--- src/rtl/mem_arbiter.sv ---
// mem_arbiter: shares one single-port unified memory between the IF-stage
// instruction fetch and the MEM-stage data access of an RV32I 5-stage pipeline.
// Data accesses normally win arbitration; a starvation counter forces a fetch
// grant after STARVE_LIMIT consecutive data grants with a fetch waiting.
// Optional build macro: MEM_ARBITER_PERF_EN adds stall/conflict cycle counters.
module mem_arbiter #(
    parameter int ADDR_W       = 32,
    parameter int DATA_W       = 32,
    parameter int STARVE_LIMIT = 4
) (
    input  logic                  clk,
    input  logic                  reset,
`ifdef MEM_ARBITER_PERF_EN
    output logic [31:0]           perf_stall_cyc,
    output logic [31:0]           perf_conflict_cyc,
`endif
    input  logic                  if_req,
    input  logic [ADDR_W-1:0]     if_addr,
    input  logic                  if_cancel,
    output logic [DATA_W-1:0]     if_rdata,
    output logic                  if_ack,
    output logic                  if_stall,
    input  logic                  dm_req,
    input  logic                  dm_we,
    input  logic [ADDR_W-1:0]     dm_addr,
    input  logic [DATA_W-1:0]     dm_wdata,
    input  logic [DATA_W/8-1:0]   dm_wstrb,
    output logic [DATA_W-1:0]     dm_rdata,
    output logic                  dm_ack,
    output logic                  dm_stall,
    output logic                  mem_req,
    output logic                  mem_we,
    output logic [ADDR_W-1:0]     mem_addr,
    output logic [DATA_W-1:0]     mem_wdata,
    output logic [DATA_W/8-1:0]   mem_wstrb,
    input  logic                  mem_ready,
    input  logic [DATA_W-1:0]     mem_rdata
);

    localparam logic [3:0] LIMIT = 4'(STARVE_LIMIT);

    typedef enum logic [1:0] {
        IDLE,
        BUSY_IF,
        BUSY_DM,
        DROP
    } state_t;

    state_t     state;
    state_t     state_nxt;
    logic [3:0] starve_cnt;

    logic       if_valid;
    logic       dm_valid;
    logic       starved;
    logic       grant_if;
    logic       grant_dm;
    logic       if_done;
    logic       dm_done;
    logic       mem_done;

    // A request seen in the same cycle as its own ack is the stale, already
    // served one, so it must not be granted a second time.
    assign if_valid = if_req & ~if_cancel & ~if_ack;
    assign dm_valid = dm_req & ~dm_ack;
    assign starved  = (starve_cnt == LIMIT);

    assign if_stall = if_req & ~if_ack & ~if_cancel;
    assign dm_stall = dm_req & ~dm_ack;

    // State register
    always_ff @(posedge clk) begin
        if (!reset) begin
            state <= IDLE;
        end else begin
            state <= state_nxt;
        end
    end

    // Arbitration, access sequencing and completion decode
    always_comb begin
        state_nxt = state;
        grant_if  = 1'b0;
        grant_dm  = 1'b0;
        if_done   = 1'b0;
        dm_done   = 1'b0;
        mem_done  = 1'b0;
        case (state)
            IDLE: begin
                if (dm_valid && !(if_valid && starved)) begin
                    grant_dm  = 1'b1;
                    state_nxt = BUSY_DM;
                end else if (if_valid) begin
                    grant_if  = 1'b1;
                    state_nxt = BUSY_IF;
                end
            end
            BUSY_IF: begin
                if (mem_ready) begin
                    mem_done  = 1'b1;
                    if_done   = ~if_cancel;
                    state_nxt = IDLE;
                end else if (if_cancel) begin
                    state_nxt = DROP;
                end
            end
            BUSY_DM: begin
                if (mem_ready) begin
                    mem_done  = 1'b1;
                    dm_done   = 1'b1;
                    state_nxt = IDLE;
                end
            end
            DROP: begin
                if (mem_ready) begin
                    mem_done  = 1'b1;
                    state_nxt = IDLE;
                end
            end
            default: begin
                state_nxt = IDLE;
            end
        endcase
    end

    // Memory-side request registers, loaded on grant and held until mem_ready
    always_ff @(posedge clk) begin
        if (!reset) begin
            mem_req   <= 1'b0;
            mem_we    <= 1'b0;
            mem_addr  <= '0;
            mem_wdata <= '0;
            mem_wstrb <= '0;
        end else if (grant_dm) begin
            mem_req   <= 1'b1;
            mem_we    <= dm_we;
            mem_addr  <= dm_addr;
            mem_wdata <= dm_wdata;
            mem_wstrb <= dm_wstrb;
        end else if (grant_if) begin
            mem_req   <= 1'b1;
            mem_we    <= 1'b0;
            mem_addr  <= if_addr;
            mem_wdata <= '0;
            mem_wstrb <= '0;
        end else if (mem_done) begin
            mem_req   <= 1'b0;
        end
    end

    // One-cycle acks and read-data capture; stores leave dm_rdata untouched
    always_ff @(posedge clk) begin
        if (!reset) begin
            if_ack   <= 1'b0;
            dm_ack   <= 1'b0;
            if_rdata <= '0;
            dm_rdata <= '0;
        end else begin
            if_ack <= if_done;
            dm_ack <= dm_done;
            if (if_done) begin
                if_rdata <= mem_rdata;
            end
            if (dm_done && !mem_we) begin
                dm_rdata <= mem_rdata;
            end
        end
    end

    // Count consecutive data grants that overtook a waiting fetch
    always_ff @(posedge clk) begin
        if (!reset) begin
            starve_cnt <= '0;
        end else if (state == IDLE) begin
            if (grant_if || !if_req) begin
                starve_cnt <= '0;
            end else if (grant_dm && if_valid && (starve_cnt != LIMIT)) begin
                starve_cnt <= starve_cnt + 4'd1;
            end
        end
    end

`ifdef MEM_ARBITER_PERF_EN
    // Free-running performance counters for stall and contention cycles
    always_ff @(posedge clk) begin
        if (!reset) begin
            perf_stall_cyc    <= '0;
            perf_conflict_cyc <= '0;
        end else begin
            if (if_stall || dm_stall) begin
                perf_stall_cyc <= perf_stall_cyc + 32'd1;
            end
            if ((state == IDLE) && dm_valid && if_valid) begin
                perf_conflict_cyc <= perf_conflict_cyc + 32'd1;
            end
        end
    end
`endif

endmodule
--- config.mk ---
export PLATFORM = sky130hd
export DESIGN_NAME = mem_arbiter
export DESIGN_NICKNAME = d
export VERILOG_FILES = /design/src/rtl/mem_arbiter.sv
export SDC_FILE = /design/constraint.sdc
export NUM_CORES = 1
export LEC_CHECK = 0
export ABC_CLOCK_PERIOD_IN_PS = 1600
export CAP_MARGIN = 20
export CORE_MARGIN = 2
export CORE_UTILIZATION = 30
export CTS_CLUSTER_SIZE = 16
export DETAILED_ROUTE_END_ITERATION = 12
export MAX_ROUTING_LAYER = met4
export PLACE_DENSITY = 0.74
export SLEW_MARGIN = 20
export SYNTH_ARGS = -nofsm -noshare
export SYNTH_HDL_FRONTEND = slang
export SYNTH_SLANG_ARGS = --single-unit
--- constraint.sdc ---
create_clock -name clk -period 1.6 [get_ports clk]
set_clock_uncertainty 0.2 [all_clocks]
set_input_delay 0.24 -clock clk [delete_from_list [all_inputs] [get_ports clk]]
set_output_delay 0.24 -clock clk [all_outputs]
set_load 0.02 [all_outputs]
==> flow_summary.toml <==
[drt]
drc = 0
viasPerCell = 4.97
wl_per_cell_um = 18.1
vias = 5927
initialDrtViolationCount = 231
routed_wl_mm = 21.6
ant_nets = 0
dr.pass1.iters = 4

[finish]
area_growth_pct = 105
final_cell_mix = "136 x clkdlybuf4s50_1, 135 x dfxtp_1, 93 x a21oi_2"
postLayoutCellArea_um2 = 10600
final_core_util_pct = 62.2
antenna_cells = 0
fill_cells = 1367
layout-drive-gt1-share_pct = 39.3
layout_commonest_cell = "clkdlybuf4s50_1"
nets = 1095

[power_and_ir_drop]
peakVddDrop_v = 0.000671
fin_total_pwr_mw = 10.9
power_density_nw_per_um2 = 1020
power_leakage_nw = 4.31

[yosys]
syn_area_um2 = 5190
syn-num-nets = 777
yosysUniqueCellTypes = 30
ys_seq_elements = 142
postSynthCellCount = 636
yosysWarnings = 0
ys_seq_area_share_pct = 54.8
syn_area_per_cell_um2 = 8.16

[floorplanning]
die_area_um2 = 18400
start_util_pct = 30.3
die_h_um = 135
ioPinCount = 277
rows = 48
die_w_um = 135
core_area_um2 = 17100

[sta]
fin_crit_sh_pct = 113
tightestPinTransition_ns = 0.304
rsz0062_at_grt = "yes"
finalCriticalPeriod_ns = 1.80
hold_viol = 0
timing.fmax_mhz = 555
fin_ws_ns = -0.201
timing.hold.ws_ns = 0.164
slew_headroom_pct = 79.8
setup_violations = 141
maxSlewViolCount = 0
tns_ns = -16.84

[grt]
grtUsageTotal_pct = 22.3
grt_pass1_vias = 5647
grt_pass1_wl_mm = 30.6
globalRouteOverflowTotal = 0
antenna_found_initial = 0
grt_max_degree = 40

[critical_path]
required_ns = 1.70
worst-path-max-fanout = 6
crit_path_end_kind = "flip-flop"
ff2ff_setup_slack_ns = -0.20
critPathLaunchType = "flip-flop"
crit_arrival_ns = 1.90
criticalPathCategory = "flip-flop to flip-flop"

[outcome]
violations = "setup timing"
status = "finished with violations"

[cts]
cts_sinks = 142
cts_inserted_buffers = 17
cts_tree = "built"
clk_path_buf_depth = 2
root_buffer = "clkbuf_16"
clk_pin_slew_worst_paths_ns = 0.06
htreeDepth = 4
worst_skew_pair.late_latency_ns = 0.41

[placement]
place.port_buffers = 276
place_hpwl_mm = 12.0
dpl-instance-area_um2 = 8490
gp_congestion = 0.862

[flow_run]
max_cap_violations = 0

[min_path]
min_path_type = "primary input to flip-flop"
## path summary, 6_finish.rpt
check | from | endpoint | depth (start not counted)
setup / recovery | starve_cnt[0] | mem_addr[14] | 8
hold / removal | if_req | starve_cnt[1] | 5
setup reg to reg | starve_cnt[0] | mem_addr[14] | 8
hold reg to reg | dm_rdata[24] | dm_rdata[24] | 2
## critical path, cell delays in order, from the launching register on
cell and delay (ns):
dfxtp_2 0.33, inv_2 0.03, ha_2 0.16, and3b_2 0.24, buf_6 0.12, a21bo_4 0.28, clkbuf_16 0.19, nand2_1 0.07
a21oi_1 0.06
## final cells by class
type | count | area (um2) | area share (%)
Multi-Input combinational cell | 439 | 3260 | 30.6
Clock buffer | 18 | 439 | 4.12
Timing Repair Buffer | 347 | 3610 | 33.9
Tap cell | 225 | 282 | 2.64
Inverter | 7 | 27.5 | 0.259
Clock inverter | 14 | 183 | 1.72
Sequential cell | 142 | 2850 | 26.8
## kinds of logic (layout without fill, tap and decap cells)
group	Yosys count	in the layout	synth area share (%)
fa+ha+maj	2	2	0.482
buf+inv	55	386	4.37
compound gates	213	213	22.6
simple gates	224	224	17.7
flops	142	142	54.8
## metrics by stage
stage | setup slack, ns | std cells
floorplan | -0.0690 | 636
CTS | -0.215 | 1191
global route | -0.235 | 1192
global placement | -0.490 | 1123
detailed placement | -0.492 | 1123
finish | -0.201 | 1192
## routing by layer
metal	GRT usage, %	part of all wire, %
met3	5.16	5.5
met1	27.5	42
met2	35.9	50
met5	-	0
met4	7.99	2.9
## power breakdown
group | internal (mW) | switching (mW) | total (mW)
combinational | 1.31 | 1.43 | 2.74
clock | 2.53 | 1.68 | 4.21
sequential | 3.79 | 0.156 | 3.94
total | 7.62 | 3.26 | 10.9
## synthesized netlist by cell type
master / count / area [um2]
a21oi_1: 135 / 676
o21ai_0: 35 / 175
buf_1: 1 / 3.75
nand2_1: 165 / 619
or2_2: 1 / 6.26
buf_2: 16 / 80.1
dfxtp_1: 142 / 2840
o22ai_1: 2 / 12.5
nor3_1: 1 / 5.00
a21boi_2: 1 / 11.3
nand3_1: 2 / 10.0
a22oi_1: 37 / 278
nor4b_2: 2 / 30.0
inv_2: 1 / 3.75
o21ai_1: 1 / 5.00
ha_1: 2 / 25.0
nor2_1: 44 / 165
o21a_1: 1 / 7.51
or4b_1: 1 / 10.0
clkbuf_1: 31 / 116
nor3b_4: 1 / 18.8
nor2b_1: 1 / 6.26
a21bo_2: 1 / 10.0
nor4b_1: 1 / 8.76
and4b_1: 1 / 10.0
nand3b_1: 1 / 7.51
inv_1: 6 / 22.5
nand4_1: 1 / 6.26
and3b_1: 1 / 8.76
nand2b_1: 1 / 6.26
## timing repair
item,4_1_cts,5_1_grt
setup endpoints to repair,247,160
resized for setup,249,351
buffers inserted,16,7
endpoints found under the hold margin,0,1
pin swaps,56,138
hold buffers,0,1
gates cloned,20,3
## sequential cells by signal, indices dropped and copies added, names as in the netlist
signal and cells:
dm_ack 1, dm_rdata 32, if_ack 1, if_rdata 32, mem_addr 32, mem_req 1, mem_wdata 32, mem_we 1
mem_wstrb 4, starve_cnt 4, state 2
Power figures use the tool's default switching activity.
